## src/rtl/bcd_serial_add_ctrl_if.sv

```systemverilog
// Start/busy/done handshake plus operand and result buses for the serial BCD adder.
// The master drives the request side; the sequencer is the slave.
interface bcd_serial_add_ctrl_if #(
  parameter int DIGITS = 4
);
  logic                start;
  logic [4*DIGITS-1:0] A;
  logic [4*DIGITS-1:0] B;
  logic                Ci;
  logic                busy;
  logic                done;
  logic [4*DIGITS-1:0] S;
  logic                Co;
  logic                err;

  modport master (
    output start, A, B, Ci,
    input  busy, done, S, Co, err
  );

  modport slave (
    input  start, A, B, Ci,
    output busy, done, S, Co, err
  );
endinterface

```

## src/rtl/bcd_serial_add_ctrl.sv

```systemverilog
// Multi-digit packed-BCD adder that reuses one single-digit add/correct stage,
// one digit per clock from the least-significant digit, with a registered decimal carry.
module bcd_serial_add_ctrl #(
  parameter int DIGITS = 4,
  parameter int IDXW   = 2
) (
  input  logic                  clk,
  input  logic                  rst,
  bcd_serial_add_ctrl_if.slave  bus
);
  localparam int              W        = 4 * DIGITS;
  localparam logic [IDXW-1:0] LAST_IDX = IDXW'(DIGITS - 1);

  typedef enum logic [1:0] {
    ST_IDLE = 2'd0,
    ST_ADD  = 2'd1,
    ST_DONE = 2'd2
  } state_t;

  // One decimal digit add: {carry_out, corrected_digit}.
  function automatic logic [4:0] bcd_digit_add(
    input logic [3:0] a,
    input logic [3:0] b,
    input logic       c
  );
    logic [4:0] raw;
    logic [4:0] adj;
    logic [4:0] res;
    raw = {1'b0, a} + {1'b0, b} + {4'b0000, c};
    adj = raw + 5'd6;
    if (raw > 5'd9) begin
      res = {1'b1, adj[3:0]};
    end else begin
      res = {1'b0, raw[3:0]};
    end
    return res;
  endfunction

  function automatic logic digit_invalid(input logic [3:0] d);
    return (d > 4'd9);
  endfunction

  state_t          state_r;
  state_t          state_s;
  logic [W-1:0]    a_r;
  logic [W-1:0]    a_s;
  logic [W-1:0]    b_r;
  logic [W-1:0]    b_s;
  logic [W-1:0]    s_r;
  logic [W-1:0]    s_s;
  logic [IDXW-1:0] idx_r;
  logic [IDXW-1:0] idx_s;
  logic            carry_r;
  logic            carry_s;
  logic            co_r;
  logic            co_s;
  logic            err_r;
  logic            err_s;
  logic            busy_r;
  logic            busy_s;
  logic            done_r;
  logic            done_s;

  logic [IDXW+1:0] bit_base_s;
  logic [3:0]      a_dig_s;
  logic [3:0]      b_dig_s;
  logic [4:0]      add_res_s;
  logic            dig_bad_s;

  // Select the current operand digits and run them through the digit stage.
  always_comb begin
    bit_base_s = {idx_r, 2'b00};
    a_dig_s    = a_r[bit_base_s +: 4];
    b_dig_s    = b_r[bit_base_s +: 4];
    add_res_s  = bcd_digit_add(a_dig_s, b_dig_s, carry_r);
    dig_bad_s  = digit_invalid(a_dig_s) | digit_invalid(b_dig_s);
  end

  // Next-state and next-register values for the sequencer.
  always_comb begin
    state_s = state_r;
    a_s     = a_r;
    b_s     = b_r;
    s_s     = s_r;
    idx_s   = idx_r;
    carry_s = carry_r;
    co_s    = co_r;
    err_s   = err_r;
    busy_s  = 1'b0;
    done_s  = 1'b0;
    case (state_r)
      ST_IDLE: begin
        if (bus.start) begin
          a_s     = bus.A;
          b_s     = bus.B;
          carry_s = bus.Ci;
          idx_s   = {IDXW{1'b0}};
          s_s     = {W{1'b0}};
          co_s    = 1'b0;
          err_s   = 1'b0;
          busy_s  = 1'b1;
          state_s = ST_ADD;
        end else begin
          state_s = ST_IDLE;
        end
      end
      ST_ADD: begin
        s_s[bit_base_s +: 4] = add_res_s[3:0];
        carry_s              = add_res_s[4];
        if (dig_bad_s) begin
          err_s = 1'b1;
        end else begin
          err_s = err_r;
        end
        if (idx_r == LAST_IDX) begin
          co_s    = add_res_s[4];
          done_s  = 1'b1;
          busy_s  = 1'b0;
          state_s = ST_DONE;
        end else begin
          idx_s   = idx_r + IDXW'(1);
          busy_s  = 1'b1;
          state_s = ST_ADD;
        end
      end
      ST_DONE: begin
        state_s = ST_IDLE;
      end
      default: begin
        state_s = ST_IDLE;
        idx_s   = {IDXW{1'b0}};
        carry_s = 1'b0;
      end
    endcase
  end

  // State and datapath registers; reset abandons any operation in progress.
  always_ff @(posedge clk or posedge rst) begin
    if (rst) begin
      state_r <= ST_IDLE;
      a_r     <= {W{1'b0}};
      b_r     <= {W{1'b0}};
      s_r     <= {W{1'b0}};
      idx_r   <= {IDXW{1'b0}};
      carry_r <= 1'b0;
      co_r    <= 1'b0;
      err_r   <= 1'b0;
      busy_r  <= 1'b0;
      done_r  <= 1'b0;
    end else begin
      state_r <= state_s;
      a_r     <= a_s;
      b_r     <= b_s;
      s_r     <= s_s;
      idx_r   <= idx_s;
      carry_r <= carry_s;
      co_r    <= co_s;
      err_r   <= err_s;
      busy_r  <= busy_s;
      done_r  <= done_s;
    end
  end

  assign bus.busy = busy_r;
  assign bus.done = done_r;
  assign bus.S    = s_r;
  assign bus.Co   = co_r;
  assign bus.err  = err_r;

  bcd_serial_add_ctrl_chk u_chk (
    .clk  (clk),
    .rst  (rst),
    .busy (busy_r),
    .done (done_r)
  );
endmodule

// Handshake properties of the sequencer outputs.
module bcd_serial_add_ctrl_chk (
  input logic clk,
  input logic rst,
  input logic busy,
  input logic done
);
  a_busy_done_excl: assert property (@(posedge clk) disable iff (rst) !(busy && done));
  a_done_one_cycle: assert property (@(posedge clk) disable iff (rst) done |=> !done);
  a_busy_ends_done: assert property (@(posedge clk) disable iff (rst) $fell(busy) |-> done);
endmodule

```

## src/flat_wrapper.sv

```systemverilog
// flat-port wrapper written by rule: the top's interface ports become plain ports
module bcd_serial_add_ctrl_flat 
#(
  parameter int DIGITS = 4,
  parameter int IDXW   = 2
)
  (clk, rst, bus_start, bus_A, bus_B, bus_Ci, bus_busy, bus_done, bus_S, bus_Co, bus_err);
  bcd_serial_add_ctrl_if #(.DIGITS(DIGITS)) bus_i ();
  input  logic clk;
  input  logic rst;
  input wire logic [$bits(bus_i.start)-1:0] bus_start;
  input wire logic [$bits(bus_i.A)-1:0] bus_A;
  input wire logic [$bits(bus_i.B)-1:0] bus_B;
  input wire logic [$bits(bus_i.Ci)-1:0] bus_Ci;
  output wire logic [$bits(bus_i.busy)-1:0] bus_busy;
  output wire logic [$bits(bus_i.done)-1:0] bus_done;
  output wire logic [$bits(bus_i.S)-1:0] bus_S;
  output wire logic [$bits(bus_i.Co)-1:0] bus_Co;
  output wire logic [$bits(bus_i.err)-1:0] bus_err;
  assign bus_i.start = bus_start;
  assign bus_i.A = bus_A;
  assign bus_i.B = bus_B;
  assign bus_i.Ci = bus_Ci;
  assign bus_busy = bus_i.busy;
  assign bus_done = bus_i.done;
  assign bus_S = bus_i.S;
  assign bus_Co = bus_i.Co;
  assign bus_err = bus_i.err;
  bcd_serial_add_ctrl #(.DIGITS(DIGITS), .IDXW(IDXW)) u_core (.clk(clk), .rst(rst), .bus(bus_i));
endmodule
```

## config.mk

```make
export PLATFORM = sky130hd
export DESIGN_NAME = bcd_serial_add_ctrl_flat
export DESIGN_NICKNAME = d
export VERILOG_FILES = /design/src/rtl/bcd_serial_add_ctrl_if.sv /design/src/rtl/bcd_serial_add_ctrl.sv /design/src/flat_wrapper.sv
export SDC_FILE = /design/constraint.sdc
export NUM_CORES = 1
export LEC_CHECK = 0
export BUFFER_PORTS_ARGS = -buffer_cell sky130_fd_sc_hd__clkbuf_2
export CELL_PAD_IN_SITES_DETAIL_PLACEMENT = 1
export CELL_PAD_IN_SITES_GLOBAL_PLACEMENT = 1
export CORE_ASPECT_RATIO = 1.1
export CORE_MARGIN = 1
export CORE_UTILIZATION = 47
export DETAILED_ROUTE_END_ITERATION = 7
export PLACE_DENSITY = 0.93
export SYNTH_ARGS = -nofsm -noshare
export SYNTH_HDL_FRONTEND = slang
export SYNTH_HIERARCHICAL = 1
export SYNTH_SLANG_ARGS = --single-unit
```

## constraint.sdc

```tcl
create_clock -name clk -period 11.48 [get_ports clk]
set_input_delay 0.574 -clock clk [delete_from_list [all_inputs] [get_ports clk]]
set_output_delay 0.574 -clock clk [all_outputs]
set_load 0.005 [all_outputs]
```

==> results by group, run 1 <==
GRT
  – GRT Util Overall: 0.2326
  – GRT overflow: 0
  – Met2 usage: 0.4252
  – Initial antenna violation count: 0
  – Met1 Use GR: 0.2828
  – Busiest grt layer: met2
  – First-pass GRT wire length: 10.38 mm
  – GRT met3 Usage: 0.03926
  – Largest net degree at the start of global routing: 57
  – Vias in the first global route: 1996

STA
  – Fin Setup TNS: 0 ns
  – Max Clk Rate: 237.0 MHz
  – Worst Tran Pin Value: 0.7411 ns
  – Final Hold Fails: 0
  – Clock period minus worst slack: 4.219 ns
  – Slew Limit Headroom: 0.5060
  – Max Slew Vio Count: 0
  – Final setup viols: 0
  – Clk_skew: 0.005870 ns
  – Final period utilization: 0.3675
  – RSZ-0062 raised after global routing: false

Finish
  – Layout Area Growth over Synthesis: 15.92%
  – Ant diodes: 0
  – Most frequent cells in the layout: 56 x dfrtp_1, 55 x clkbuf_2, 32 x mux2_2
  – Final nets: 319
  – Leading cell type in the layout, fill and taps excluded: dfrtp_1
  – Layout cells sized above 1: 0.3971
  – Final core utilization: 0.5767

Die
  – Starting Density: 0.4975
  – I/O pin count: 56
  – Die area: 0.006094 sq mm
  – Die H: 81.77 um
  – Rows: 28
  – Die X: 74.52 um
  – Core Region: 0.005465 sq mm

Synth
  – Post-synth EDFFs: 0
  – Most used DFF post-synth: dfrtp_1
  – Ys async rst share: 1.000
  – Syn_area_per_cell: 12.59 sq um
  – Ys Warns: 6
  – Top-area cell type share of the netlist area: 0.5154
  – Synth Cell Area: 0.002719 sq mm
  – Post-synthesis sequential area ratio: 0.5154
  – Register bit total from synthesis: 56
  – Synthesized Nets: 263
  – Leading post-synthesis cells by cell area: dfrtp_1 52%, mux2_2 13%, mux4_2 6.6%
  – Area leader, netlist: dfrtp_1
  – Unique masters post-synth: 38
  – Post-Syn Instances: 216

CTS
  – Clock-pin slew on the worst setup and hold paths: 0.10 ns
  – Root buf cell: clkbuf_8
  – H-tree depth: 2
  – CTS tree: yes
  – Worst-skew pair later-pin latency: 0.31 ns
  – Post-CTS sizing: 0
  – CTS Buffer Depth: 2
  – Clk sinks: 56
  – Post-CTS Setup Bufs: 0
  – CTS Buf Count: 5
  – Hold Buf Count CTS: 0

Critical path
  – Critical path class: flip-flop to flip-flop
  – Worst Path Required: 11.71 ns
  – Critical path peak fanout: 14
  – Worst setup EP type: flip-flop
  – CP Data Arrival Time: 4.45 ns
  – Worst Setup Start Kind: flip-flop

Worst hold path
  – Hold Crit Class: primary input to asynchronous set/reset pin

Job
  – Max-cap violation count: 0

Placed design
  – Final GP Congestion: 0.7616
  – IO buf count: 55
  – Dpl hpwl: 4.975 mm

Route
  – Routed Antenna Nets: 0
  – Vias: 1924
  – DR WL/cell: 18.76 um
  – Vias/cell: 5.545
  – DRT Pass-1 Iters: 4
  – Drt total wl: 6.508 mm
  – Initial DRC count: 83
  – Detailed-route DRC error count: 0

Status
  – Run status: completed
[worst max-delay path, cell delays in order (launching register included)]
cell	delay (ns)
dfrtp_1	0.83
mux4_2	0.62
fa_1	0.45
fa_1	0.42
xor2_1	0.26
inv_1	0.10
ha_1	0.25
nor2b_1	0.16
a211oi_1	0.32
nor2_1	0.14
o311a_2	0.39
o21ai_1	0.19
[final cells by class]
type,instances,area [sq um]
clock buffers,6,72.57
repair buffers,57,290.3
fillers,588,2313
inverters,6,22.52
flip-flops and latches,56,1401
well taps,75,93.84
multi-input cells,146,1262
clock inverters,1,8.758
[state kept, by name, summed over array words and instances (netlist names)]
| register | flops |
|---|---|
| u_core/bus.S | 16 |
| u_core/idx_r | 2 |
| u_core/carry_r | 1 |
| u_core/bus.done | 1 |
| u_core/state_r | 2 |
| u_core/bus.err | 1 |
| u_core/bus.Co | 1 |
| u_core/b_r | 16 |
| u_core/a_r | 16 |
[metal layers]
layer  part of all wire  up-vias
met2               0.54       51
met5                  0        -
met1               0.41      973
li1                   -      892
met4              0.010        0
met3              0.036        8
[kinds of logic after synthesis]
| logic type | count (synthesis) | share of synthesized area |
|---|---|---|
| AO/OA/AOI/OAI | 39 | 0.09618 |
| buffers and inverters | 14 | 0.02117 |
| flip-flops | 56 | 0.5154 |
| AND/OR/NAND/NOR | 50 | 0.09112 |
| multiplexers | 44 | 0.2135 |
| adder cells (fa/ha/maj) | 11 | 0.05614 |
| XOR/XNOR | 2 | 0.006444 |
[Yosys cell counts (all sizes together), types with 4 or more instances]
cell type	instances
dfrtp	56
mux2	32
nand2	22
o21ai	18
ha	9
mux4	8
inv	6
a21o	5
nand3	5
buf	4
clkbuf	4
mux2i	4
nand2b	4
nor2	4
[worst paths after layout]
| check | endpoint | from | slack (ns) | depth (start not counted) |
|---|---|---|---|---|
| min in group clk | u_core/bus.S[12] | u_core/bus.S[12] | 0.49 | 2 |
| worst max-delay path | u_core/bus.S[14] | u_core/idx_r[0] | 7.26 | 11 |
| worst min register to register | u_core/bus.S[12] | u_core/bus.S[12] | 0.49 | 2 |
| max in group asynchronous | u_core/b_r[7] | rst | 10.58 | 3 |
| worst min-delay path | u_core/a_r[2] | rst | 0.43 | 3 |
| worst max register to register | u_core/bus.S[14] | u_core/idx_r[0] | 7.26 | 11 |
[per-stage QoR]
| step | setup slack (ns) | std cells | hold slack, ns | instance area [sq um] |
|---|---|---|---|---|
| 6_report | 7.261 | 347 | 0.4271 | 3152 |
| 5_1_grt | 7.005 | 347 | 0.4839 | 3152 |
| 4_1_cts | 7.265 | 347 | 0.4559 | 3152 |
| 3_5_place_dp | 7.323 | 340 | 0.4708 | 3070 |
| 3_3_place_gp | 7.619 | 340 | 0.4619 | 3070 |
| 2_1_floorplan | 7.887 | 216 | 0.4724 | 2719 |
Power of run 1 is left out: the tool's default activity adds up to more than one toggle a clock period on the data nets, which glitch-free logic cannot reach.
==> run 2, diff against run 1 <==
--- a/config.mk
+++ b/config.mk
@@ -5,14 +5,15 @@
 export SDC_FILE = /design/constraint.sdc
 export NUM_CORES = 1
 export LEC_CHECK = 0
+export ABC_AREA = 1
 export BUFFER_PORTS_ARGS = -buffer_cell sky130_fd_sc_hd__clkbuf_2
 export CELL_PAD_IN_SITES_DETAIL_PLACEMENT = 1
 export CELL_PAD_IN_SITES_GLOBAL_PLACEMENT = 1
 export CORE_ASPECT_RATIO = 1.1
 export CORE_MARGIN = 1
-export CORE_UTILIZATION = 47
+export CORE_UTILIZATION = 42
 export DETAILED_ROUTE_END_ITERATION = 7
-export PLACE_DENSITY = 0.93
+export PLACE_DENSITY = 0.87
 export SYNTH_ARGS = -nofsm -noshare
 export SYNTH_HDL_FRONTEND = slang
 export SYNTH_HIERARCHICAL = 1
==> constraint.sdc (replaced) <==
create_clock -name clk -period 4.3 [get_ports clk]
set_input_delay 0.215 -clock clk [delete_from_list [all_inputs] [get_ports clk]]
set_output_delay 0.215 -clock clk [all_outputs]
set_load 0.005 [all_outputs]
==> run 2 against run 1 <==
  * Sequential share of layout area down 2.7 points
  * Register-to-register slack lost 6.4 ns
  * Die area rose by 20%
  * Maximum frequency grew 24%
  * Core utilization fell by 7.1 points
  * Sequential cell count did not move
  * Critical path depth up 6
  * Routed wire length up 4.2%
  * Synthesized cell count up 42%
  * Worst hold slack worse by 0.30 ns
  * Non-clock buffer count unchanged
  * Via count grew 18%
==> results by group, run 2 <==
Synth
  – Adder-cell share of the synthesized area: 0.05229
  – Leading post-synthesis cells by cell area: dfrtp_1 48%, mux2_2 11%, nand2_1 7.5%
  – Synth Area in Simple Gates: 0.1946
  – Post-Syn Instances: 307
  – Most used DFF post-synth: dfrtp_1
  – Ys async rst share: 1.000
  – Unique masters post-synth: 33
  – Post-synthesis sequential area ratio: 0.4801
  – Most frequent cells after synthesis: 58 x nand2_1, 56 x dfrtp_1, 39 x inv_1
  – Area leader, netlist: dfrtp_1
  – Top-area cell type share of the netlist area: 0.4801
  – Synthesized Nets: 354
  – Post-synth EDFFs: 0
  – Syn_area_per_cell: 9.508 sq um
  – Largest family of logic cells by synthesized area: simple AND/OR/NAND/NOR gates
  – Post-synthesis xor/xnor area fraction: 0
  – Synth Cell Area: 0.002919 sq mm
  – Post-synthesis mux area share: 0.1080
  – Register bit total from synthesis: 56
  – Top-count cell post-synth: nand2_1
  – Ys Warns: 6
  – Synth Area in Compound Gates: 0.08958

STA
  – RSZ-0062 raised after global routing: false
  – Max Clk Rate: 294.6 MHz
  – Hold Slack: 0.1245 ns
  – Final Hold Fails: 0
  – Max Slew Vio Count: 0
  – Slew Limit Headroom: 0.2147
  – Min setup slack post-route: 0.9058 ns
  – Final period utilization: 0.7893
  – Final setup viols: 0
  – Clock period minus worst slack: 3.394 ns
  – Fin Setup TNS: 0 ns
  – Worst Tran Pin Value: 1.176 ns
  – Clk_skew: 0.01172 ns

Finish
  – Fillers: 798
  – Leading cell type in the layout, fill and taps excluded: nand2_1
  – Final non-filler cell total: 444
  – Most frequent cells in the layout: 58 x nand2_1, 56 x dfrtp_1, 55 x clkbuf_2
  – Layout Area Growth over Synthesis: 15.00%
  – Ant diodes: 0
  – Footprint of the multi-input gates: 0.001297 sq mm
  – Final nets: 408
  – Layout cells sized above 1: 0.3260
  – Register Area: 0.001401 sq mm

Route
  – Drt total wl: 6.781 mm
  – Initial DRC count: 81
  – DR WL/cell: 15.27 um
  – Vias: 2279
  – DRT Pass-1 Iters: 4
  – Routed Antenna Nets: 0
  – Vias/cell: 5.133
  – Detailed-route DRC error count: 0

Die
  – Die H: 89.44 um
  – Core Region: 0.006633 sq mm
  – Die X: 81.49 um
  – I/O pin count: 56
  – Rows: 31
  – Starting Density: 0.4401
  – Die area: 0.007288 sq mm

CTS
  – Clock-pin slew on the worst setup and hold paths: 0.10 ns
  – Worst-skew pair later-pin latency: 0.32 ns
  – CTS Buffer Depth: 2
  – CTS Buf Count: 5
  – Root buf cell: clkbuf_8
  – Hold Buf Count CTS: 0
  – H-tree depth: 2
  – Post-CTS Setup Bufs: 0
  – CTS tree: yes
  – Clk sinks: 56
  – Post-CTS sizing: 0

Placed design
  – IO buf count: 55
  – # placed instances: 436
  – Dpl hpwl: 5.246 mm
  – Final GP Congestion: 0.8324
  – Setup WS pre-CTS: 0.9760 ns

Critical path
  – Critical path peak fanout: 16
  – Worst Path Required: 4.55 ns
  – R2r setup slk: 0.91 ns
  – Most frequent CP cell: nand2_2
  – CP Data Arrival Time: 3.64 ns
  – Worst setup EP type: flip-flop
  – Slowest CP cell: dfrtp_1
  – Worst path max stage delay: 0.69 ns
  – Worst path cell trace: inv_1 > o21ai_0 > o22ai_1 > fa_1 > fa_1 > nand2_1 > nand2_2 > ha_1 > inv_1 > nor2_1 > a21oi_2 > nand2_2 > nand2_4 > nand2_2 > nand2_2 > nand4_1 > nand2_1
  – Worst Setup Start Kind: flip-flop
  – Critical path class: flip-flop to flip-flop

GRT
  – GRT Util Overall: 0.2103
  – First-pass GRT wire length: 11.50 mm
  – Vias in the first global route: 2452
  – Largest net degree at the start of global routing: 57
  – Initial antenna violation count: 0
  – GRT overflow: 0

Status
  – Run status: completed

Job
  – Max-cap violation count: 0

Worst hold path
  – Hold Crit Class: primary input to flip-flop
## run 2: changes by cell type after synthesis, sizes merged, moves of 8 or more
cell   before  now
nand3       5   18
mux4        8    0
a21oi       3   13
inv         6   41
nor2        4   21
nand2      22   67
## run 2: cells by family after synthesis
kind of cell | count (synthesis)
muxes | 28
AOI/OAI and AO/OA | 44
buffers and inverters | 51
adders and majority gates | 11
and+or+nand+nor | 117
DFF | 56
## run 2: final timing paths
path                                  from               end  cells after the start
setup reg to reg           u_core/idx_r[1]  u_core/bus.S[14]                     17
max in group asynchronous              rst    u_core/b_r[12]                      2
setup / recovery           u_core/idx_r[1]  u_core/bus.S[14]                     17
hold reg to reg            u_core/bus.S[5]   u_core/bus.S[5]                      2
min in group asynchronous              rst   u_core/idx_r[1]                      2
hold / removal                    bus_A[3]     u_core/a_r[3]                      2
## run 2: cell type report
| type | instances | area share |
|---|---|---|
| Timing Repair Buffer | 57 | 0.08647 |
| Clock buffer | 5 | 0.02050 |
| Inverter | 41 | 0.04584 |
| Clock inverter | 3 | 0.01267 |
| Sequential cell | 56 | 0.4174 |
| Tap cell | 82 | 0.03056 |
| Multi-Input combinational cell | 200 | 0.3865 |
## run 2: critical path, delay by kind of cell (launching register included)
family / cells / cell delay [ns]
AOI/OAI and AO/OA: 3 / 0.39
adders and majority gates: 3 / 1.09
buffers and inverters: 2 / 0.37
DFF: 1 / 0.69
and+or+nand+nor: 9 / 0.80
## run 2: layer usage
layer	global-route usage	wire length [um]
met1	0.2534	2865
met2	0.3780	3585
met3	0.03673	236
met4	0.06656	94
met5	0	0
## run 2: through the flow
| step | area, sq um | utilization |
|---|---|---|
| final | 3357 | 0.5061 |
| after global routing | 3357 | 0.5061 |
| after CTS | 3357 | 0.5061 |
| after detailed placement | 3246 | 0.4893 |
| after global placement | 3246 | 0.4893 |
| after floorplan | 2919 | - |
Power of run 2 is left out for the same reason.
==> run 3, diff against run 2 <==
==> constraint.sdc (replaced) <==
create_clock -name clk -period 3.55 [get_ports clk]
set_input_delay 0.1775 -clock clk [delete_from_list [all_inputs] [get_ports clk]]
set_output_delay 0.1775 -clock clk [all_outputs]
set_load 0.005 [all_outputs]
==> run 3 against run 2 <==
  * Core utilization rose by 0.057 points
  * First-iteration DRC count rose by 7.4%
  * Die area did not move
  * Critical path depth did not move
  * Largest cell class unchanged
==> results by group, run 3 (synthesized netlist as in run 2, its figures left out) <==
CTS
  – CTS Buffer Depth: 2
  – Clock-pin slew on the worst setup and hold paths: 0.10 ns
  – Root buf cell: clkbuf_8
  – Worst-skew pair later-pin latency: 0.32 ns
  – Clk sinks: 56
  – CTS tree: yes
  – H-tree depth: 2
  – Post-CTS Setup Bufs: 0
  – Post-CTS sizing: 0
  – Hold Buf Count CTS: 0
  – CTS Buf Count: 5

Route
  – DR WL/cell: 16.46 um
  – Vias: 2315
  – Routed Antenna Nets: 0
  – Vias/cell: 5.202
  – Detailed-route DRC error count: 0
  – Drt total wl: 7.325 mm
  – DRT Pass-1 Iters: 4
  – Initial DRC count: 87

Placed design
  – Dpl hpwl: 5.514 mm
  – # placed instances: 437
  – Final GP Congestion: 0.7900
  – IO buf count: 55

Finish
  – Most frequent cells in the layout: 58 x nand2_1, 56 x dfrtp_1, 55 x clkbuf_2
  – Layout Area Growth over Synthesis: 15.13%
  – Leading cell type in the layout, fill and taps excluded: nand2_1
  – Fillers: 797
  – Final nets: 409
  – Layout cells sized above 1: 0.3251
  – Footprint of the multi-input gates: 0.001297 sq mm
  – Final non-filler cell total: 445
  – Ant diodes: 0
  – Register Area: 0.001401 sq mm

STA
  – Slew Limit Headroom: 0.2352
  – Final period utilization: 0.8888
  – Final Hold Fails: 0
  – Max Clk Rate: 316.9 MHz
  – Clk_skew: 0.01018 ns
  – Final setup viols: 0
  – Clock period minus worst slack: 3.155 ns
  – Worst Tran Pin Value: 1.146 ns
  – Max Slew Vio Count: 0
  – Fin Setup TNS: 0 ns
  – RSZ-0062 raised after global routing: false

Die
  – I/O pin count: 56
  – Starting Density: 0.4401
  – Rows: 31
  – Die X: 81.49 um
  – Die area: 0.007288 sq mm
  – Core Region: 0.006633 sq mm
  – Die H: 89.44 um

GRT
  – GRT met3 Usage: 0.04184
  – First-pass GRT wire length: 12.12 mm
  – Busiest grt layer: met2
  – Initial antenna violation count: 0
  – GRT Util Overall: 0.2247
  – Largest net degree at the start of global routing: 57
  – Met1 Use GR: 0.2553
  – GRT overflow: 0
  – Met2 usage: 0.4174
  – Vias in the first global route: 2545

Job
  – Max-cap violation count: 0

Critical path
  – Worst Path Required: 3.81 ns
  – R2r setup slk: 0.39 ns
  – Most frequent CP cell: nand2_2
  – Worst Setup Start Kind: flip-flop
  – Worst r2r dst: u_core/bus.S[9]
  – Worst r2r src: u_core/idx_r[1]
  – Slowest CP cell: dfrtp_1
  – Setup crit start: u_core/idx_r[1]
  – Worst path max stage delay: 0.54 ns
  – Worst path cell trace: inv_1 > o21ai_0 > o22ai_1 > fa_1 > fa_1 > nand2_1 > nand2_2 > ha_1 > inv_1 > nor2_1 > a21oi_2 > nand2_2 > nand2_4 > nand2_2 > nand2_2 > nand3_1 > o21ai_2
  – R2R depth: 17
  – Worst setup EP type: flip-flop
  – Critical path peak fanout: 9
  – CP Data Arrival Time: 3.41 ns
  – Critical path class: flip-flop to flip-flop

Status
  – Run status: completed

Worst hold path
  – Hold Crit Class: primary input to flip-flop
  – WHS Path Cells: 2
  – Hold_sp: bus_B[0]
  – Hold EP: u_core/b_r[0]
==> run 3: changes by cell type in the layout (fill, tap and decap cells not counted) <==
cell        before  now
buf_4            2    3
clkbuf_1         0    1
clkinvlp_4       1    0
==> run 3: how the worst max path moves through the flow <==
| stage | endpoint | cells after the start | slack [ns] |
|---|---|---|---|
| floorplan | u_core/bus.S[10] | 16 | 0.63 |
| global placement | u_core/bus.S[10] | 17 | 0.60 |
| detailed placement | u_core/bus.S[9] | 17 | 0.46 |
| CTS | u_core/bus.S[9] | 17 | 0.43 |
| global route | u_core/bus.S[9] | 17 | 0.20 |
| finish | u_core/bus.S[9] | 17 | 0.39 |
==> run 3: metrics by stage <==
| stage | worst slack, ns | util | hold slack, ns | instance area, sq um |
|---|---|---|---|---|
| floorplan | 0.6335 | - | 0.3279 | 2919 |
| detailed placement | 0.4560 | 0.4905 | 0.4136 | 3253 |
| global route | 0.1953 | 0.5067 | 0.08049 | 3361 |
| finish | 0.3949 | 0.5067 | 0.07684 | 3361 |
| global placement | 0.6002 | 0.4905 | 0.4091 | 3253 |
| CTS | 0.4291 | 0.5067 | 0.07398 | 3361 |
==> run 3: area by class of cell <==
class                   count  area share
clock buffers               6     0.02159
repair buffers             58     0.08861
flip-flops and latches     56      0.4170
multi-input cells         200      0.3861
inverters                  41     0.04579
well taps                  82     0.03053
clock inverters             2     0.01042
==> run 3: worst max-delay path: cells and delay by family (launching register included) <==
family	cells	cell delay, ns
buf+inv	2	0.30
fa+ha+maj	3	1.10
compound gates	4	0.47
simple gates	8	0.69
flops	1	0.54
==> run 3: metal layers <==
metal / part of all wire / routed length [um] / up-vias
li1: - / - / 1114
met4: 0.020 / 143 / 0
met3: 0.038 / 275 / 12
met1: 0.41 / 2983 / 1130
met5: 0 / 0 / -
met2: 0.54 / 3922 / 59
Power of run 3 is left out for the same reason.
